--- src/rtl/decode_pkg.sv ---
// Shared decode types for the IF/ID stage: instruction classes, RV64I major opcodes
// and the immediate formats understood by imm_gen.
package decode_pkg;

  typedef enum logic [3:0] {
    OC_LUI     = 4'd0,
    OC_AUIPC   = 4'd1,
    OC_JAL     = 4'd2,
    OC_JALR    = 4'd3,
    OC_BRANCH  = 4'd4,
    OC_LOAD    = 4'd5,
    OC_STORE   = 4'd6,
    OC_OPIMM   = 4'd7,
    OC_OPIMM32 = 4'd8,
    OC_OP      = 4'd9,
    OC_OP32    = 4'd10,
    OC_SYSTEM  = 4'd11,
    OC_FENCE   = 4'd12,
    OC_ILLEGAL = 4'd13
  } op_class_e;

  typedef enum logic [2:0] {
    IMM_I    = 3'd0,
    IMM_S    = 3'd1,
    IMM_B    = 3'd2,
    IMM_U    = 3'd3,
    IMM_J    = 3'd4,
    IMM_NONE = 3'd5
  } imm_type_e;

  localparam logic [6:0] OPC_LUI     = 7'b0110111;
  localparam logic [6:0] OPC_AUIPC   = 7'b0010111;
  localparam logic [6:0] OPC_JAL     = 7'b1101111;
  localparam logic [6:0] OPC_JALR    = 7'b1100111;
  localparam logic [6:0] OPC_BRANCH  = 7'b1100011;
  localparam logic [6:0] OPC_LOAD    = 7'b0000011;
  localparam logic [6:0] OPC_STORE   = 7'b0100011;
  localparam logic [6:0] OPC_OPIMM   = 7'b0010011;
  localparam logic [6:0] OPC_OPIMM32 = 7'b0011011;
  localparam logic [6:0] OPC_OP      = 7'b0110011;
  localparam logic [6:0] OPC_OP32    = 7'b0111011;
  localparam logic [6:0] OPC_SYSTEM  = 7'b1110011;
  localparam logic [6:0] OPC_FENCE   = 7'b0001111;

endpackage

--- src/rtl/decode_stage_imm_gen.sv ---
// Combinational immediate extractor: picks the RV64I immediate format and
// sign-extends it to XLEN (XLEN must be above 32 for the U-format extension).
module imm_gen
  import decode_pkg::*;
#(
  parameter int XLEN = 64
) (
  input  logic [31:0]             instr,
  input  imm_type_e               imm_type,
  output logic signed [XLEN-1:0]  imm
);

  always_comb begin
    imm = '0;
    unique case (imm_type)
      IMM_I: imm = {{(XLEN-12){instr[31]}}, instr[31:20]};
      IMM_S: imm = {{(XLEN-12){instr[31]}}, instr[31:25], instr[11:7]};
      IMM_B: imm = {{(XLEN-13){instr[31]}}, instr[31], instr[7], instr[30:25], instr[11:8], 1'b0};
      IMM_U: imm = {{(XLEN-32){instr[31]}}, instr[31:12], 12'b0};
      IMM_J: imm = {{(XLEN-21){instr[31]}}, instr[31], instr[19:12], instr[20], instr[30:21], 1'b0};
      default: imm = '0;
    endcase
  end

endmodule

--- src/rtl/decode_stage.sv ---
// IF/ID hold register plus RV64I decoder. Read register numbers go to the register
// file combinationally; decoded fields launch into ID/EX on the edge the RF latches data.
module decode_stage
  import decode_pkg::*;
#(
  parameter int XLEN = 64,
  parameter int PC_W = 64
) (
  input  logic                   clk,
  input  logic                   reset,
  input  logic                   iid_fetch_valid,
  input  logic [31:0]            iid_fetch_instr,
  input  logic [PC_W-1:0]        iid_fetch_pc,
  output logic                   oid_fetch_ready,
  input  logic                   iid_flush,
  input  logic                   iid_ldst_ec_stall,
  input  logic                   iid_rf_stall,
  output logic [4:0]             oid_read_reg_num0,
  output logic [4:0]             oid_read_reg_num1,
  output logic [4:0]             oid_hazchk_write_reg_num,
  output logic                   oid_hazchk_write_the_register,
  output logic                   oid_valid,
  output logic [PC_W-1:0]        oid_pc,
  output op_class_e              oid_op_class,
  output logic [4:0]             oid_rd,
  output logic [2:0]             oid_funct3,
  output logic                   oid_funct7_b5,
  output logic signed [XLEN-1:0] oid_imm,
  output logic                   oid_illegal
);

  logic                   held_vld_p0;
  logic [31:0]            instr_p0;
  logic [PC_W-1:0]        pc_p0;

  logic                   advance;
  logic                   capture;
  op_class_e              cls_dec;
  imm_type_e              imm_type_dec;
  logic                   writes_rd;
  logic                   uses_rs1;
  logic                   uses_rs2;
  logic                   illegal_dec;
  logic signed [XLEN-1:0] imm_dec;

  assign advance         = held_vld_p0 & ~iid_rf_stall & ~iid_ldst_ec_stall & ~iid_flush;
  assign oid_fetch_ready = ~iid_flush & (~held_vld_p0 | advance);
  assign capture         = iid_fetch_valid & oid_fetch_ready;

  always_comb begin
    cls_dec      = OC_ILLEGAL;
    imm_type_dec = IMM_NONE;
    writes_rd    = 1'b0;
    uses_rs1     = 1'b1;
    uses_rs2     = 1'b0;
    unique case (instr_p0[6:0])
      OPC_LUI:     begin cls_dec = OC_LUI;     imm_type_dec = IMM_U; writes_rd = 1'b1; uses_rs1 = 1'b0; end
      OPC_AUIPC:   begin cls_dec = OC_AUIPC;   imm_type_dec = IMM_U; writes_rd = 1'b1; uses_rs1 = 1'b0; end
      OPC_JAL:     begin cls_dec = OC_JAL;     imm_type_dec = IMM_J; writes_rd = 1'b1; uses_rs1 = 1'b0; end
      OPC_JALR:    begin cls_dec = OC_JALR;    imm_type_dec = IMM_I; writes_rd = 1'b1; end
      OPC_BRANCH:  begin cls_dec = OC_BRANCH;  imm_type_dec = IMM_B; uses_rs2 = 1'b1; end
      OPC_LOAD:    begin cls_dec = OC_LOAD;    imm_type_dec = IMM_I; writes_rd = 1'b1; end
      OPC_STORE:   begin cls_dec = OC_STORE;   imm_type_dec = IMM_S; uses_rs2 = 1'b1; end
      OPC_OPIMM:   begin cls_dec = OC_OPIMM;   imm_type_dec = IMM_I; writes_rd = 1'b1; end
      OPC_OPIMM32: begin cls_dec = OC_OPIMM32; imm_type_dec = IMM_I; writes_rd = 1'b1; end
      OPC_OP:      begin cls_dec = OC_OP;      writes_rd = 1'b1; uses_rs2 = 1'b1; end
      OPC_OP32:    begin cls_dec = OC_OP32;    writes_rd = 1'b1; uses_rs2 = 1'b1; end
      // CSR ops with rd==0 are filtered by the rd!=0 term on the hazard check.
      OPC_SYSTEM:  begin cls_dec = OC_SYSTEM;  imm_type_dec = IMM_I; writes_rd = 1'b1; end
      OPC_FENCE:   begin cls_dec = OC_FENCE;   imm_type_dec = IMM_I; uses_rs1 = 1'b0; end
      default:     ;
    endcase
    illegal_dec = (cls_dec == OC_ILLEGAL);
  end

  imm_gen #(.XLEN(XLEN)) u_imm_gen (
    .instr    (instr_p0),
    .imm_type (imm_type_dec),
    .imm      (imm_dec)
  );

  // Unused source registers read as x0, which the scoreboard never marks busy.
  assign oid_read_reg_num0             = (held_vld_p0 & uses_rs1) ? instr_p0[19:15] : 5'd0;
  assign oid_read_reg_num1             = (held_vld_p0 & uses_rs2) ? instr_p0[24:20] : 5'd0;
  assign oid_hazchk_write_reg_num      = held_vld_p0 ? instr_p0[11:7] : 5'd0;
  assign oid_hazchk_write_the_register = held_vld_p0 & writes_rd & (instr_p0[11:7] != 5'd0) & ~iid_flush;

  // p0 -> ID/EX boundary
  always_ff @(posedge clk) begin
    if (reset) begin
      held_vld_p0   <= 1'b0;
      oid_valid     <= 1'b0;
      oid_pc        <= '0;
      oid_op_class  <= op_class_e'(4'd0);
      oid_rd        <= '0;
      oid_funct3    <= '0;
      oid_funct7_b5 <= 1'b0;
      oid_imm       <= '0;
      oid_illegal   <= 1'b0;
    end else begin
      if (iid_flush)    held_vld_p0 <= 1'b0;
      else if (capture) held_vld_p0 <= 1'b1;
      else if (advance) held_vld_p0 <= 1'b0;

      if (capture) begin
        instr_p0 <= iid_fetch_instr;
        pc_p0    <= iid_fetch_pc;
      end

      if (iid_flush) begin
        oid_valid <= 1'b0;
      end else if (!iid_ldst_ec_stall) begin
        oid_valid <= advance;
        if (advance) begin
          oid_pc        <= pc_p0;
          oid_op_class  <= cls_dec;
          oid_rd        <= instr_p0[11:7];
          oid_funct3    <= instr_p0[14:12];
          oid_funct7_b5 <= instr_p0[30];
          oid_imm       <= imm_dec;
          oid_illegal   <= illegal_dec;
        end
      end
    end
  end

endmodule
--- config.mk ---
export PLATFORM = sky130hd
export DESIGN_NAME = decode_stage
export DESIGN_NICKNAME = d
export VERILOG_FILES = /design/src/rtl/decode_pkg.sv /design/src/rtl/decode_stage_imm_gen.sv /design/src/rtl/decode_stage.sv
export SDC_FILE = /design/constraint.sdc
export NUM_CORES = 1
export LEC_CHECK = 0
export BUFFER_PORTS_ARGS = -buffer_cell sky130_fd_sc_hd__buf_4
export CAP_MARGIN = 20
export CORE_ASPECT_RATIO = 1.5
export CORE_MARGIN = 4
export CORE_UTILIZATION = 52
export CTS_CLUSTER_SIZE = 28
export DETAILED_ROUTE_END_ITERATION = 10
export PLACE_DENSITY = 0.8
export SLEW_MARGIN = 10
export SYNTH_ARGS = -nofsm -noshare
export SYNTH_HDL_FRONTEND = slang
export SYNTH_HIERARCHICAL = 1
export SYNTH_SLANG_ARGS = --single-unit
--- constraint.sdc ---
create_clock -name clk -period 7.9 [get_ports clk]
set_clock_uncertainty 0.2 [all_clocks]
set_input_delay 0.79 -clock clk [delete_from_list [all_inputs] [get_ports clk]]
set_output_delay 0.79 -clock clk [all_outputs]
set_load 0.005 [all_outputs]
==> reports/results.tsv <==
stage	metric	value	unit
setup_path	CP Class	reg2reg	
die	DIE HEIGHT	170.1	um
setup_path	Crit-path slowest cell	or4_4	
synth	top cell type by total area after synthesis	dfxtp_1	
run	maxcap violations	0	
global_routing	GR Util All Layers	0.2163	
power	sequential share of power	0.530	
synth	largest cells by area after synthesis	dfxtp_1 (32%), edfxtp_1 (32%), nand2_1 (13%)	
timing	final setup TNS	0	ns
final_layout	# nets final	1234	
timing	Slew Viols, Final	0	
global_routing	vias in the first global route	6738	
synth	asr flop ratio synth	0	
synth	adder-cell share of the synthesized area	0.001236	
global_routing	gr ovfl total	0	
clocking	post-CTS resize count	0	
synth	distinct cell type count after synthesis	46	
synth	largest family of logic cells by synthesized area	simple AND/OR/NAND/NOR gates	
setup_path	crit-path cells	inv_2 > or4_4 > a21oi_4 > buf_4	
clocking	clock buffer depth	3	
power	Net Sw Frac	0.1998	
power	sw power	497.0	uW
synth	Synth Cell Area	0.009111	mm^2
place	DP Cell Count	1319	
synth	Ys Warns	6	
final_layout	most common cell after layout, fill and taps aside	nand2_1	
status	status	finished clean	
timing	period utilization	0.4844	
timing	setup violators final	0	
timing	f_max	0.2613	GHz
worst_hold_path	Min-Delay Path Class	reg2reg	
global_routing	largest net degree at the start of global routing	80	
power	Comb pwr share	0.039	
synth	FF+latch count, synth	240	
synth	Most used DFF post-synth	dfxtp_1	
timing	final critical-path required period	3.827	ns
setup_path	crit-path max cell delay	0.90	ns
die	Core Box Area	0.01727	mm^2
detailed_routing	vias per inst	5.217	
setup_path	crit path capture type	register	
die	Top Ports	262	
power	pwr/cell area	213.7	mW/mm^2
synth	number of synthesized flops with an enable pin	96	
detailed_routing	detailed-route DRC error count	0	
power	P_leak	4.505	nW
setup_path	r2r setup slk	4.07	ns
clocking	TritonCTS buffer count	22	
synth	Post-Syn Area per Cell	9.724	um^2
place	DPL Wire Length	14.90	mm
die	Die W	116.1	um
clocking	clk sink count	240	
clocking	Root Buffer	clkbuf_16	
synth	top-area cell type share of the netlist area	0.3164	
synth	post-synthesis mux area share	0.006042	
final_layout	fin cells	1361	
power	VDD IR max	0.2383	mV
detailed_routing	DRT Wirelength	22.28	mm
setup_path	Worst EP required	7.81	ns
die	Initial Util	0.5275	
final_layout	share of cells above drive strength 1	0.2735	
timing	RSZ-0062 raised after global routing	no	
detailed_routing	Routed Antenna Nets	0	
final_layout	ant diodes	0	
die	# rows	59	
synth	Cells after Synth	937	
final_layout	most frequent cells in the layout	nand2_1 (306), buf_4 (267), a21oi_1 (162), dfxtp_1 (144), edfxtp_1 (96)	
global_routing	first-pass GRT wire length	34.27	mm
setup_path	FF-to-FF Start	held_vld_p0$_SDFFE_PP0P_	
detailed_routing	via count	7100	
timing	Rel. slew slack	0.3886	
setup_path	crit path DAT	3.74	ns
setup_path	worst-path fanout max	72	
synth	Syn Nets	1039	
setup_path	reg2reg path depth	4	
clocking	Post-CTS Repair Setup Buffers	0	
final_layout	area growth from synthesis to layout	27.74	%
timing	Worst-Margin Slew	0.9171	ns
worst_hold_path	Hold Path End	oid_imm[40]$_SDFFE_PP0P_	
clocking	Clock Latency Late Sink	0.49	ns
synth	xor-xnor portion of the synthesized cell area	0.0009613	
place	Final Wtd Congestion	0.8520	
clocking	TritonCTS clock tree	built	
synth	Synth Area in Simple Gates	0.1776	
clocking	htree depth	1	
clocking	Post-CTS Hold Fix Bufs	0	
power	power share of the clock group	0.431	
detailed_routing	drt pass-1 iters	5	
synth	sequential area share after synthesis	0.6328	
power	internal power	1.991	mW
place	port bufs	261	
final_layout	number of fill cells in the layout	1365	
die	Die ar.	0.01975	mm^2
detailed_routing	post-DR wirelength/cell	16.37	um
global_routing	initial antenna violation count	0	
setup_path	delay-heaviest family, CP	buffers and inverters	
setup_path	FF-to-FF End	pc_p0[32]$_DFFE_PP_	
worst_hold_path	min-delay src	oid_imm[40]$_SDFFE_PP0P_	
timing	Final Hold Violating Endpoints	0	
detailed_routing	initial drt markers	796	
worst_hold_path	Min-Delay Path Depth	2	
setup_path	startpoint types	register	
setup_path	Buf+Inv Stages, Crit Path	2	
clocking	Clock transition at path regs	0.06	ns
synth	Compound-Gate Fraction of Synth Area	0.1188	
power groups by stage:
stage / logic, mW / clock network [mW] / registers [mW]
floorplan: 0.0452 / 0 / 1.34
global placement: 0.0963 / 0 / 1.35
detailed placement: 0.0977 / 0 / 1.35
CTS: 0.0978 / 1.09 / 1.32
global route: 0.107 / 1.14 / 1.32
finish: 0.0977 / 1.07 / 1.32
cells in the mapped netlist, types with 2 or more instances:
library cell / n
edfxtp_1: 96
nor2_1: 17
and2b_1: 2
o21ai_0: 4
dfxtp_1: 144
nor2b_1: 13
o22ai_1: 15
clkbuf_1: 40
nor4_1: 3
or4_1: 2
mux2_2: 4
buf_6: 3
a21oi_1: 163
a21boi_0: 2
buf_2: 21
nand2b_1: 6
nand2_1: 306
nor3_1: 6
and3b_1: 2
a31oi_1: 4
inv_1: 6
and2_0: 2
and2_1: 16
nand3b_1: 2
buf_4: 34
a2111oi_0: 2
a211oi_1: 3
metal layers:
layer / vias to the layer above / global-route usage / share of wire / wire, um
met5: - / 0 / 0 / 0
met3: 61 / 0.03308 / 0.066 / 1460
met4: 0 / 0.1060 / 0.049 / 1095
li1: 3496 / - / - / -
met1: 3261 / 0.2717 / 0.38 / 8552
met2: 282 / 0.3618 / 0.50 / 11170
state kept, by name (all words and copies together), names as in the netlist, 3 cells and up:
signal and count:
oid_imm 64, oid_pc 64, pc_p0 64, instr_p0 32, oid_rd 5, oid_op_class 4
oid_funct3 3
worst max-delay path by stage:
| stage | from | to | slack, ns | cells past startpoint |
|---|---|---|---|---|
| final | held_vld_p0$_SDFFE_PP0P_ | pc_p0[32]$_DFFE_PP_ | 4.07 | 4 |
| after global routing | held_vld_p0$_SDFFE_PP0P_ | pc_p0[30]$_DFFE_PP_ | 3.85 | 4 |
| after CTS | held_vld_p0$_SDFFE_PP0P_ | pc_p0[35]$_DFFE_PP_ | 4.02 | 4 |
| after detailed placement | iid_ldst_ec_stall | pc_p0[56]$_DFFE_PP_ | 3.82 | 4 |
| after global placement | iid_ldst_ec_stall | instr_p0[31]$_DFFE_PP_ | 3.86 | 4 |
| after floorplan | iid_ldst_ec_stall | instr_p0[0]$_DFFE_PP_ | 0.69 | 5 |
layout make-up:
| cell class | count | area, um^2 | area share |
|---|---|---|---|
| Clock buffer | 28 | 635.6 | 0.05461 |
| Clock inverter | 12 | 106.4 | 0.009138 |
| Tap cell | 213 | 266.5 | 0.02290 |
| Multi-Input combinational cell | 592 | 2795 | 0.2402 |
| Inverter | 7 | 26.28 | 0.002258 |
| Sequential cell | 240 | 5766 | 0.4954 |
| Timing Repair Buffer | 269 | 2043 | 0.1756 |
logic make-up (layout without fill, tap and decap cells):
logic type	after synthesis	in the layout
XOR/XNOR	1	1
multiplexers	5	5
AO/OA/AOI/OAI	202	202
buffers and inverters	105	316
AND/OR/NAND/NOR	383	383
flip-flops	240	240
adder cells (fa/ha/maj)	1	1
per-stage QoR:
step | util | power [mW] | hold WS, ns | worst slack, ns | area (um^2)
2_1_floorplan | - | 1.389 | 0.2527 | 0.6903 | 9111
3_5_place_dp | 0.6286 | 1.444 | 0.2472 | 3.822 | 10860
5_1_grt | 0.6738 | 2.569 | 0.2498 | 3.847 | 11640
6_report | 0.6738 | 2.488 | 0.2533 | 4.073 | 11640
4_1_cts | 0.6715 | 2.509 | 0.2488 | 4.017 | 11600
3_3_place_gp | 0.6286 | 1.442 | 0.2425 | 3.861 | 10860
tightest hold or removal path, stage by stage (launching register included):
cell and delay, ns:
dfxtp_1 0.31, nand2_1 0.05, a21oi_1 0.05
(Power assumes the default switching activity.)
